===== config.mk =====
export PLATFORM = sky130hd
export DESIGN_NAME = pipe_skid_stage_flat
export DESIGN_NICKNAME = d
export VERILOG_FILES = /design/src/rtl/pipe_skid_stage_if.sv /design/src/rtl/pipe_skid_stage.sv /design/src/flat_wrapper.sv
export SDC_FILE = /design/constraint.sdc
export NUM_CORES = 1
export LEC_CHECK = 0
export ABC_AREA = 1
export CORE_MARGIN = 2
export CORE_UTILIZATION = 42
export DETAILED_ROUTE_END_ITERATION = 10
export PLACE_DENSITY = 0.79
export SKIP_LAST_GASP = 1
export SYNTH_ARGS = -nofsm -noshare
export SYNTH_HDL_FRONTEND = slang
export SYNTH_SLANG_ARGS = --single-unit
export TNS_END_PERCENT = 1

===== constraint.sdc =====
create_clock -name clk -period 5.6 [get_ports clk]
set_input_delay 0.84 -clock clk [delete_from_list [all_inputs] [get_ports clk]]
set_output_delay 0.84 -clock clk [all_outputs]
set_load 0.02 [all_outputs]

===== src/rtl/pipe_skid_stage_if.sv =====
// Handshake bundle for pipe_skid_stage: upstream valid/ready/data, downstream
// valid/ready/data, flush request and the stall counter.
// Modports:
//   master - the environment around the stage (drives in_*, out_ready, flush)
//   slave  - the stage itself (drives in_ready, out_*, stall_cnt)
interface pipe_skid_stage_if #(
    parameter int unsigned WIDTH = 64,
    parameter int unsigned CNT_W = 8
);
    logic             in_valid;
    logic             in_ready;
    logic [WIDTH-1:0] in_data;
    logic             out_valid;
    logic             out_ready;
    logic [WIDTH-1:0] out_data;
    logic             flush;
    logic [CNT_W-1:0] stall_cnt;

    modport master (
        output in_valid,
        output in_data,
        output out_ready,
        output flush,
        input  in_ready,
        input  out_valid,
        input  out_data,
        input  stall_cnt
    );

    modport slave (
        input  in_valid,
        input  in_data,
        input  out_ready,
        input  flush,
        output in_ready,
        output out_valid,
        output out_data,
        output stall_cnt
    );
endinterface


===== src/rtl/pipe_skid_stage.sv =====
// Pipeline stage register with a two-entry skid buffer, synchronous flush and
// a saturating back-pressure counter.
// Ports:
//   clk  - rising-edge clock
//   rst  - asynchronous active-high reset
//   bus  - pipe_skid_stage_if.slave (in_valid/in_ready/in_data,
//          out_valid/out_ready/out_data, flush, stall_cnt)
// All outputs are decodes of state or direct register values.
module pipe_skid_stage #(
    parameter int unsigned      WIDTH      = 64,
    parameter logic [WIDTH-1:0] BUBBLE_VAL = {WIDTH{1'b0}},
    parameter int unsigned      CNT_W      = 8
) (
    input  logic                  clk,
    input  logic                  rst,
    pipe_skid_stage_if.slave      bus
);

    localparam logic [CNT_W-1:0] CNT_MAX = {CNT_W{1'b1}};

    typedef enum logic [1:0] {
        ST_EMPTY = 2'd0,
        ST_FULL  = 2'd1,
        ST_SKID  = 2'd2
    } state_e;

    state_e           state_q, state_d;
    logic [WIDTH-1:0] main_q,  main_d;
    logic [WIDTH-1:0] skid_q,  skid_d;
    logic [CNT_W-1:0] stall_cnt_q, stall_cnt_d;

    // State and payload registers
    always_ff @(posedge clk or posedge rst) begin
        if (rst) begin
            state_q     <= ST_EMPTY;
            main_q      <= BUBBLE_VAL;
            skid_q      <= BUBBLE_VAL;
            stall_cnt_q <= '0;
        end else begin
            state_q     <= state_d;
            main_q      <= main_d;
            skid_q      <= skid_d;
            stall_cnt_q <= stall_cnt_d;
        end
    end

    // Next-state, payload movement and stall counting
    always_comb begin
        state_d     = state_q;
        main_d      = main_q;
        skid_d      = skid_q;
        stall_cnt_d = stall_cnt_q;

        if (bus.flush) begin
            // Flush wins: any accepted input this cycle is dropped
            state_d     = ST_EMPTY;
            main_d      = BUBBLE_VAL;
            skid_d      = BUBBLE_VAL;
            stall_cnt_d = '0;
        end else begin
            case (state_q)
                ST_EMPTY: begin
                    if (bus.in_valid) begin
                        main_d  = bus.in_data;
                        state_d = ST_FULL;
                    end
                end
                ST_FULL: begin
                    if (bus.out_ready) begin
                        if (bus.in_valid) begin
                            main_d = bus.in_data;
                        end else begin
                            main_d  = BUBBLE_VAL;
                            state_d = ST_EMPTY;
                        end
                    end else if (bus.in_valid) begin
                        // in_ready was high, so this beat must be caught
                        skid_d  = bus.in_data;
                        state_d = ST_SKID;
                    end
                end
                ST_SKID: begin
                    if (bus.out_ready) begin
                        main_d  = skid_q;
                        skid_d  = BUBBLE_VAL;
                        state_d = ST_FULL;
                    end
                end
                default: begin
                    state_d = ST_EMPTY;
                    main_d  = BUBBLE_VAL;
                    skid_d  = BUBBLE_VAL;
                end
            endcase

            if ((state_q != ST_EMPTY) && !bus.out_ready && (stall_cnt_q != CNT_MAX)) begin
                stall_cnt_d = stall_cnt_q + CNT_W'(1);
            end
        end
    end

    assign bus.out_valid = (state_q != ST_EMPTY);
    assign bus.in_ready  = (state_q != ST_SKID);
    assign bus.out_data  = main_q;
    assign bus.stall_cnt = stall_cnt_q;

endmodule


===== src/flat_wrapper.sv =====
// flat-port wrapper written by rule: the top's interface ports become plain ports
module pipe_skid_stage_flat 
#(
    parameter int unsigned      WIDTH      = 64,
    parameter logic [WIDTH-1:0] BUBBLE_VAL = {WIDTH{1'b0}},
    parameter int unsigned      CNT_W      = 8
)
  (clk, rst, bus_in_valid, bus_in_data, bus_out_ready, bus_flush, bus_in_ready, bus_out_valid, bus_out_data, bus_stall_cnt);
  pipe_skid_stage_if #(.WIDTH(WIDTH), .CNT_W(CNT_W)) bus_i ();
  input  logic clk;
  input  logic rst;
  input wire logic [$bits(bus_i.in_valid)-1:0] bus_in_valid;
  input wire logic [$bits(bus_i.in_data)-1:0] bus_in_data;
  input wire logic [$bits(bus_i.out_ready)-1:0] bus_out_ready;
  input wire logic [$bits(bus_i.flush)-1:0] bus_flush;
  output wire logic [$bits(bus_i.in_ready)-1:0] bus_in_ready;
  output wire logic [$bits(bus_i.out_valid)-1:0] bus_out_valid;
  output wire logic [$bits(bus_i.out_data)-1:0] bus_out_data;
  output wire logic [$bits(bus_i.stall_cnt)-1:0] bus_stall_cnt;
  assign bus_i.in_valid = bus_in_valid;
  assign bus_i.in_data = bus_in_data;
  assign bus_i.out_ready = bus_out_ready;
  assign bus_i.flush = bus_flush;
  assign bus_in_ready = bus_i.in_ready;
  assign bus_out_valid = bus_i.out_valid;
  assign bus_out_data = bus_i.out_data;
  assign bus_stall_cnt = bus_i.stall_cnt;
  pipe_skid_stage #(.WIDTH(WIDTH), .BUBBLE_VAL(BUBBLE_VAL), .CNT_W(CNT_W)) u_core (.clk(clk), .rst(rst), .bus(bus_i));
endmodule

After elaboration in Yosys (flattened, before gate mapping)
Cells that the tools add are included.
{"block": "totals", "output_inout_bits": 74, "input_bits": 69, "elab_cells": 45, "reg_bits": 138}
{"block": "classes", "n_reduce_logical": 9, "n_eq_ne": 12, "mux": 19, "n_addsub": 1}
{"operator": "$mux 64", "count": 8}
{"operator": "$pmux 64 s3", "count": 2}
{"operator": "$mux 8", "count": 2}
{"operator": "$ne 3x3->1 const B", "count": 5}
{"operator": "$mux 2", "count": 6}
{"operator": "$add 8x1->8 const B", "count": 1}
{"operator": "$ne 4x4->1 const B", "count": 2}
{"operator": "$ne 8x8->1 const B", "count": 1}
{"operator": "$reduce_and 4->1", "count": 2}
{"operator": "$pmux 2 s3", "count": 1}
{"operator": "$ne 2x2->1 const B", "count": 2}
{"operator": "$reduce_bool 2->1", "count": 2}
{"operator": "$reduce_and 3->1", "count": 1}
{"operator": "$eq 2x1->1 const B", "count": 1}
{"operator": "$eq 2x2->1 const B", "count": 1}
{"operator": "$logic_and 1x1->1", "count": 2}
{"operator": "$logic_not 2->1", "count": 1}
{"operator": "$logic_not 1->1", "count": 1}

Longest topological paths before layout
Gate-level depths: netlist of run 1.
{"block": "logic_depth", "depth_word": 5, "ltp_mapped": 10, "mapped_depth_nobuf": 9}

Worst setup path before layout of run 1
OpenSTA, ideal clock, no wires.
{"block": "synth_path", "kind": "in2reg", "startpoint": "in bus_flush", "endpoint": "reg u_core.main_q[12], in the netlist u_core.bus.out_data[12]", "path_buffers": 4, "setup_slack_ns": 3.748, "stages": 9, "t_arrival_ns": 1.726, "path_cell_list": "buf_4 inv_2 nand3_1 nand3_2 buf_6 buf_6 buf_12 nand2_2 o21ai_1"}
{"block": "synth_between", "elab_chain_cells": 2, "word_cells_on_any_way": 5, "cone_classes": "eq/ne (3); mux (1); reduce/logical (1)"}
{"item": "from (decl)", "line_no": "flat_wrapper.sv:15", "text": "input wire logic [$bits(bus_i.flush)-1:0] bus_flush;"}
{"item": "$ne 3x3->1 (no line)"}
{"item": "$reduce_and 3->1 (no line)"}
{"item": "to (signal assigned)", "line_no": "pipe_skid_stage.sv:41", "text": "main_q <= main_d;"}
{"item": "to (decl)", "line_no": "pipe_skid_stage.sv:28", "text": "logic [WIDTH-1:0] main_q, main_d;"}
Parallel ways exist; a longest one is shown, timed or not.
A chain may end at the register's enable or synchronous reset.

Worst setup path in the final report of run 1
{"block": "layout_path", "startpoint": "in bus_flush", "endpoint": "reg u_core.skid_q[12]"}
{"block": "layout_between", "elab_chain_cells": 2, "word_cells_on_any_way": 6, "cone_classes": "eq/ne (4); mux (1); reduce/logical (1)"}
{"item": "$ne 3x3->1 (no line) / $ne 2x2->1 (equally long branches)"}
{"item": "$reduce_and 4->1 (no line)"}
{"item": "to (signal assigned)", "line_no": "pipe_skid_stage.sv:42", "text": "skid_q <= skid_d;"}
{"item": "to (decl)", "line_no": "pipe_skid_stage.sv:29", "text": "logic [WIDTH-1:0] skid_q, skid_d;"}
Parallel ways exist; a longest one is shown, timed or not.

==> flow_summary.yaml, run 1 <==
final_layout:
  final_util_pct: 55.7
  area_growth_pct: 30.6
  drive_gt1_share_pct: 7.14
  final_nets: 982
  multi_input_area_um2: 2380
  fin_area_um2: 8410
  final_cells: 1113
  seqCellArea_um2: 3450
  antenna_cells: 0
  final.fill_count: 1350
detailed_routing:
  wl_um: 15200
  ant_nets: 0
  routed_via_density: 4.94
  drt-pass1-iter-count: 7
  wl_per_cell_um: 13.7
  vias: 5497
  drc: 0
  drt-initial-drc-count: 444
sta:
  max_freq_mhz: 309
  slew_violations: 0
  timing.setup.tns_ps: 0
  fin_crit_sh_pct: 57.8
  finalSetupViolCount: 0
  tightest_slew_ps: 1030
  whs_ps: 480
  relSlewSlack_pct: 31.5
  hold_viol_final: 0
  rsz0062_at_grt: "false"
  fin_crit_ps: 3240
  finClkSkew_ps: 6.94
  setup_slack_ps: 2360
die:
  initial_core_util_pct: 42.7
  design.die.area_um2: 16300
  chipHeight_um: 128
  die_w_um: 128
  placementRows: 45
  coreArea_um2: 15100
  io_pins: 143
clock_tree:
  cts_tree: "done"
  cts_setup_buffers: 0
  numCtsBuffers: 17
  path_clk_slew_ps: 60
  cts_resized: 0
  cts_sinks: 138
  cts_max_level: 4
  clk_latency_ps: 420
  ctsHoldBuffers: 0
  clockRootBuffer: "clkbuf_16"
  ctsLongestPathBuffers: 2
pwr:
  p_leak_nw: 3.83
  power_density_nw_per_um2: 322
  ir_worst_vdd_mv: 0.213
  total_power_mw: 2.71
setup_path:
  crit_required_ps: 5920
  cp-startpoint: "bus_flush"
  crit_cells: 8
  r2r_slack_ps: 2520
  cp_cell_sequence: "clkdlybuf4s50_1 > inv_2 > buf_4 > nand2_1 > nand3_2 > buf_4 > nand2_1 > o21ai_1"
  critPathTopFamily: "buffers and inverters"
  crit_path_top_delay_cell: "buf_4"
  worstSetupPathType: "in -> reg"
  worst_setup_path_end_kind: "register"
  rr_endpoint: "u_core.bus.out_data[34]"
  critPathBufInv: 4
  slowest_delay_ps: 630
  cp-endpoint: "u_core.skid_q[12]"
  reg2reg_depth: 5
  worst_setup_path_start_kind: "input port"
  critPathMaxFanout: 71
  rr_startpoint: "u_core.state_q[0]"
  cp.arrival_ps: 3560
logic_synthesis:
  yosysTopAreaCell: "dfrtp_1"
  synth.area.top_cells: "dfrtp_1, nand2_1, o21ai_0"
  synth.most_common_cell: "nand2_1"
  synth-seq-area-share_pct: 53.7
  synth_area_per_cell_um2: 8.11
  yosys_warnings: 0
  yosysUniqueCellTypes: 29
  syn_nets: 864
  ys_ff_latch: 138
  synth-async-reset-ratio_pct: 100
  yosysTopAreaCellShare_pct: 53.7
  synthCells: 794
  netlist_area_um2: 6440
  netlist_top_cells_count: "nand2_1, o21ai_0, dfrtp_1, inv_1, o21ai_1"
  synth_edf_count: 0
  synth_ff_type: "dfrtp_1"
run_status:
  status: "finished, final reports clean"
place:
  post-place-ws_ps: 1930
  post-dp-hpwl_um: 9490
  portBuffers: 142
  place_area_um2: 7840
  placed_cells: 1081
  gp_congestion: 0.811
job:
  maxCapViolCount: 0
global_route:
  antenna_found_initial: 0
  grt_pass1_wl_um: 25300
  grt_usage_pct: 19.5
  grt_max_degree: 102
  grt.overflow.total: 0
  grt_pass1_vias: 5253
min_path:
  hold_path.class: "reg -> reg"
## cells by family (layout without fill, tap and decap cells)
kind of cell	Yosys count	count (layout)	share of synthesized area [%]
simple gates	326	326	20.5
compound gates	200	200	16.0
fa+ha+maj	1	1	0.194
buf+inv	129	260	9.60
flops	138	138	53.7
## worst min path at each step
stage / slack [ps] / to / start / cells past startpoint
6_report: 480 / u_core.bus.out_data[47] / u_core.bus.out_data[47] / 2
5_1_grt: 500 / u_core.skid_q[29] / u_core.skid_q[29] / 2
4_1_cts: 490 / u_core.skid_q[6] / u_core.skid_q[6] / 2
3_5_place_dp: 470 / u_core.skid_q[62] / u_core.skid_q[62] / 2
3_3_place_gp: 470 / u_core.skid_q[20] / u_core.skid_q[20] / 2
2_1_floorplan: 450 / u_core.skid_q[0] / u_core.skid_q[0] / 2
## flip-flops by register name, summed over array words and instances, names as in the netlist
signal and flops:
u_core.bus.stall_cnt 8, u_core.skid_q 64, u_core.state_q 2, u_core.bus.out_data 64
## worst register-to-register path, delay by kind of cell, from the launching register on
family / cells / cell delay (ps)
AO/OA/AOI/OAI: 1 / 240
buffers and inverters: 1 / 640
AND/OR/NAND/NOR: 3 / 1590
flip-flops: 1 / 460
## power breakdown
part	switching (mW)	internal, mW	total [mW]
logic	0.291	0.202	0.493
clock network	0.420	0.662	1.08
registers	0.0514	1.08	1.13
total	0.762	1.94	2.71
## area by class of cell
class,count,share of cell area [%]
flip-flops and latches,138,41.1
multi-input cells,527,28.3
repair buffers,147,17.4
clock buffers,20,5.31
inverters,81,3.68
well taps,188,2.80
clock inverters,12,1.49
## per-layer routing
metal,vias to the layer above,GRT usage [%],wire (um)
met5,-,0,0
met4,0,7.50,278
met3,25,4.84,767
met2,162,31.6,7340
met1,2563,25.3,6860
li1,2747,-,-
## cell usage in the layout, fill, tap and decap left out, drive strengths merged, types with 2 or more instances in the layout
cell,instances
buf,5
a21oi,4
bufinv,2
inv,80
clkinv,5
dfrtp,138
nand2,295
clkbuf,20
nor2,14
clkdlybuf4s50,142
nand3,13
o21ai,195
clkinvlp,6
Power figures use the tool's default switching activity.
==> run 2: changes to the inputs <==
- clock period: 5.6 -> 3.2 ns (I/O delays scaled with it)
==> run 2 against run 1 <==
  * Clock skew is 3.2 ps higher
  * Via count rose by 0.44%
  * Largest power group is now the clock network
  * Combinational power grew 79%
  * Design area rose by 1.7%
  * Power rose by 84%
==> flow_summary.yaml, run 2 (synthesis results as in run 1) <==
detailed_routing:
  drc: 0
  wl_um: 15300
  drt-initial-drc-count: 375
  routed_via_density: 4.94
  ant_nets: 0
  vias: 5521
  wl_per_cell_um: 13.7
  drt-pass1-iter-count: 5
sta:
  finClkSkew_ps: 10.1
  hold_viol_final: 0
  tightest_slew_ps: 714
  fin_crit_ps: 2190
  finalSetupViolCount: 0
  rsz0062_at_grt: "false"
  slew_violations: 0
  relSlewSlack_pct: 52.4
  timing.setup.tns_ps: 0
  max_freq_mhz: 456
  fin_crit_sh_pct: 68.6
  setup_slack_ps: 1010
place:
  gp_congestion: 0.782
  post-dp-hpwl_um: 9610
  post-place-ws_ps: 550
  portBuffers: 142
final_layout:
  final_common_cell: "nand2_1"
  final_util_pct: 56.7
  final_nets: 986
  area_growth_pct: 32.8
  drive_gt1_share_pct: 7.75
  antenna_cells: 0
  final_cell_mix: "nand2_1, o21ai_0, clkdlybuf4s50_1"
clock_tree:
  cts_tree: "done"
  path_clk_slew_ps: 50
  numCtsBuffers: 17
  cts_setup_buffers: 0
  cts_max_level: 4
  cts_resized: 0
  ctsHoldBuffers: 0
  ctsLongestPathBuffers: 2
  clockRootBuffer: "clkbuf_16"
  cts_sinks: 138
  clk_latency_ps: 420
global_route:
  grt_pass1_vias: 5248
  grt_usage_pct: 19.4
  grt_max_degree: 139
  antenna_found_initial: 0
  grt.overflow.total: 0
  grt_pass1_wl_um: 25200
die:
  placementRows: 45
  design.die.area_um2: 16300
  io_pins: 143
  coreArea_um2: 15100
  die_w_um: 128
  initial_core_util_pct: 42.7
  chipHeight_um: 128
pwr:
  p_int_mw: 3.64
  p_leak_nw: 3.90
  combPwrFrac_pct: 17.8
  switchingPower_mw: 1.34
  p_sw_share_pct: 26.9
  p_seq_share_pct: 39.7
  clkPwrFrac_pct: 42.5
  ir_worst_vdd_mv: 0.382
  power_density_nw_per_um2: 583
setup_path:
  worst_setup_path_start_kind: "register"
  worstSetupPathType: "reg -> out"
  critPathMaxFanout: 6
  crit_required_ps: 2720
  cp.arrival_ps: 1710
  worst_setup_path_end_kind: "primary output"
run_status:
  status: "finished, final reports clean"
min_path:
  hold_path.class: "reg -> reg"
job:
  maxCapViolCount: 0
## run 2: through the flow
step / cell area [um2] / cells / hold WS (ps) / total power, mW
floorplan: 6440 / 794 / 453 / 2.52
global placement: 7900 / 1085 / 464 / 2.89
detailed placement: 7900 / 1085 / 473 / 2.90
CTS: 8550 / 1117 / 488 / 5.03
global route: 8550 / 1117 / 506 / 5.20
finish: 8550 / 1117 / 483 / 4.98
## run 2: path summary, 6_finish.rpt
| check | slack [ps] | end | from | cells past startpoint |
|---|---|---|---|---|
| max | 1010 | bus_out_valid | u_core.state_q[0] | 3 |
| min | 480 | u_core.skid_q[21] | u_core.skid_q[21] | 2 |
| max reg2reg | 1130 | u_core.bus.out_data[32] | u_core.state_q[0] | 6 |
| min reg2reg | 480 | u_core.skid_q[21] | u_core.skid_q[21] | 2 |
| max in group asynchronous | 2060 | u_core.skid_q[35] | rst | 3 |
| min in group asynchronous | 620 | u_core.bus.stall_cnt[7] | rst | 3 |
## run 2: power groups by stage
stage                     registers (mW)  clock network [mW]  logic, mW
final                               1.98                2.12      0.884
after global routing                2.00                2.23      0.971
after CTS                           1.98                2.16      0.895
after detailed placement            2.01                   0      0.893
after global placement              2.00                   0      0.882
after floorplan                     2.12                   0      0.395
## run 2: layer usage
metal  track usage (%)  up-vias  wire [um]
met5                 0        -          0
met4              8.21        0        355
met3              4.30       29        771
met2              32.4      159       7390
met1              24.5     2583       6830
li1                  -     2750          -
## run 2: final cells by class
type                       count  area [um2]
clock buffer                  21         480
multi-input combinational    527        2380
clock inverter                11         166
fill                        1339        6540
inverter                      81         308
tap                          188         235
timing repair buffer         151        1530
sequential                   138        3450
## run 2: worst max-delay path, cell delays in order (launching register included)
cell             delay [ps]
dfrtp_1                 470
inv_1                    90
nand2_1                 120
clkdlybuf4s50_1         620
==> run 3: changes to the inputs <==
- clock period: 3.2 -> 2.22 ns (I/O delays scaled with it)
==> run 3 against run 2 <==
  * Register-to-register slack worse by 520 ps
  * Routed wire length up 1.2%
  * Clock skew down 6.1 ps
  * Sequential share of layout area up 0.065 points
  * Die area unchanged
  * First-iteration DRC count down 3.7%
  * Setup slack worse by 840 ps
  * Count of clock-buffer cells in the layout up 4
  * Largest cell class unchanged
  * Combinational power up 47%
  * Cell count up 0.54%
  * Critical endpoint unchanged
  * Largest power group is now registers
==> flow_summary.yaml, run 3 (synthesis results as in run 1) <==
run_status:
  status: "finished, final reports clean"
clock_tree:
  cts_max_level: 4
  cts_resized: 0
  cts_tree: "done"
  path_clk_slew_ps: 60
  numCtsBuffers: 17
  cts_sinks: 138
  clockRootBuffer: "clkbuf_16"
  ctsHoldBuffers: 0
  cts_setup_buffers: 0
  clk_latency_ps: 410
  ctsLongestPathBuffers: 2
pwr:
  power_density_nw_per_um2: 797
  ir_worst_vdd_mv: 0.490
  p_leak_nw: 3.91
global_route:
  grt_pass1_vias: 5023
  grt_pass1_wl_um: 25500
  grt.overflow.total: 0
  grt_usage_pct: 19.9
  antenna_found_initial: 0
  grt_max_degree: 75
sta:
  fin_crit_ps: 2050
  finalSetupViolCount: 0
  hold_viol_final: 0
  relSlewSlack_pct: 68.6
  rsz0062_at_grt: "false"
  fin_crit_sh_pct: 92.4
  finClkSkew_ps: 4.00
  tightest_slew_ps: 471
  timing.setup.tns_ps: 0
  slew_violations: 0
  max_freq_mhz: 488
detailed_routing:
  drt-initial-drc-count: 361
  vias: 5501
  ant_nets: 0
  wl_um: 15500
  drc: 0
  drt-pass1-iter-count: 5
  wl_per_cell_um: 13.8
  routed_via_density: 4.90
place:
  portBuffers: 142
  gp_congestion: 0.814
  post-dp-hpwl_um: 10000
  place_area_um2: 7970
setup_path:
  cp.arrival_ps: 1720
  worst_setup_path_end_kind: "primary output"
  crit_required_ps: 1890
  critPathMaxFanout: 6
  worstSetupPathType: "reg -> out"
  worst_setup_path_start_kind: "register"
min_path:
  hold_path.class: "in -> async"
final_layout:
  fin_area_um2: 8540
  final_nets: 992
  final_common_cell: "nand2_1"
  antenna_cells: 0
  final_cell_mix: "nand2_1, o21ai_0, clkdlybuf4s50_1"
  final.fill_count: 1370
  drive_gt1_share_pct: 8.24
  area_growth_pct: 32.6
die:
  io_pins: 143
  chipHeight_um: 128
  initial_core_util_pct: 42.7
  die_w_um: 128
  coreArea_um2: 15100
  placementRows: 45
  design.die.area_um2: 16300
job:
  maxCapViolCount: 0
==> run 3: path summary, 6_finish.rpt <==
path / start / endpoint / slack [ps] / cells after the start
max in group asynchronous: rst / u_core.bus.out_data[26] / 1470 / 3
min in group clk: bus_in_data[52] / u_core.skid_q[52] / 470 / 3
worst min register to register: u_core.bus.out_data[2] / u_core.bus.out_data[2] / 480 / 2
worst min-delay path: rst / u_core.skid_q[58] / 410 / 3
worst max-delay path: u_core.state_q[0] / bus_out_valid / 170 / 3
worst max register to register: u_core.state_q[0] / u_core.skid_q[49] / 610 / 6
==> run 3: routing by layer <==
metal / routed length (um) / global-route usage (%) / share of wire, %
met5: 0 / 0 / 0
met2: 7560 / 32.3 / 49
met4: 244 / 6.98 / 1.6
met3: 774 / 4.34 / 5.0
met1: 6950 / 26.4 / 45
==> run 3: cell type report <==
type,count,area [um2],share of cell area [%]
Sequential cell,138,3450,40.5
Multi-Input combinational cell,527,2380,27.9
Timing Repair Buffer,157,1600,18.7
Clock buffer,25,526,6.16
Inverter,81,308,3.61
Tap cell,188,235,2.76
Clock inverter,7,37.5,0.440
==> run 3: power breakdown <==
part           total (mW)  internal [mW]  switching (mW)  leakage, nW
clock network        2.65           1.62            1.02        0.285
logic                1.30          0.550           0.748         1.76
registers            2.86           2.72           0.132         1.86
==> run 3: stage by stage <==
step / hold WS (ps) / setup slack (ps) / utilization, % / cells / total power, mW
after floorplan: 453 / 166 / - / 794 / 3.63
after CTS: 425 / 149 / 56.6 / 1123 / 6.88
after global placement: 466 / 303 / 52.8 / 1091 / 4.18
after global routing: 454 / 95.2 / 56.6 / 1123 / 7.11
after detailed placement: 472 / 236 / 52.8 / 1091 / 4.20
final: 408 / 169 / 56.6 / 1123 / 6.80
==> run 3: critical path: stages (launching register included) <==
cell and delay (ps):
dfrtp_1 470, inv_1 90, nand2_1 110, clkdlybuf4s50_1 630
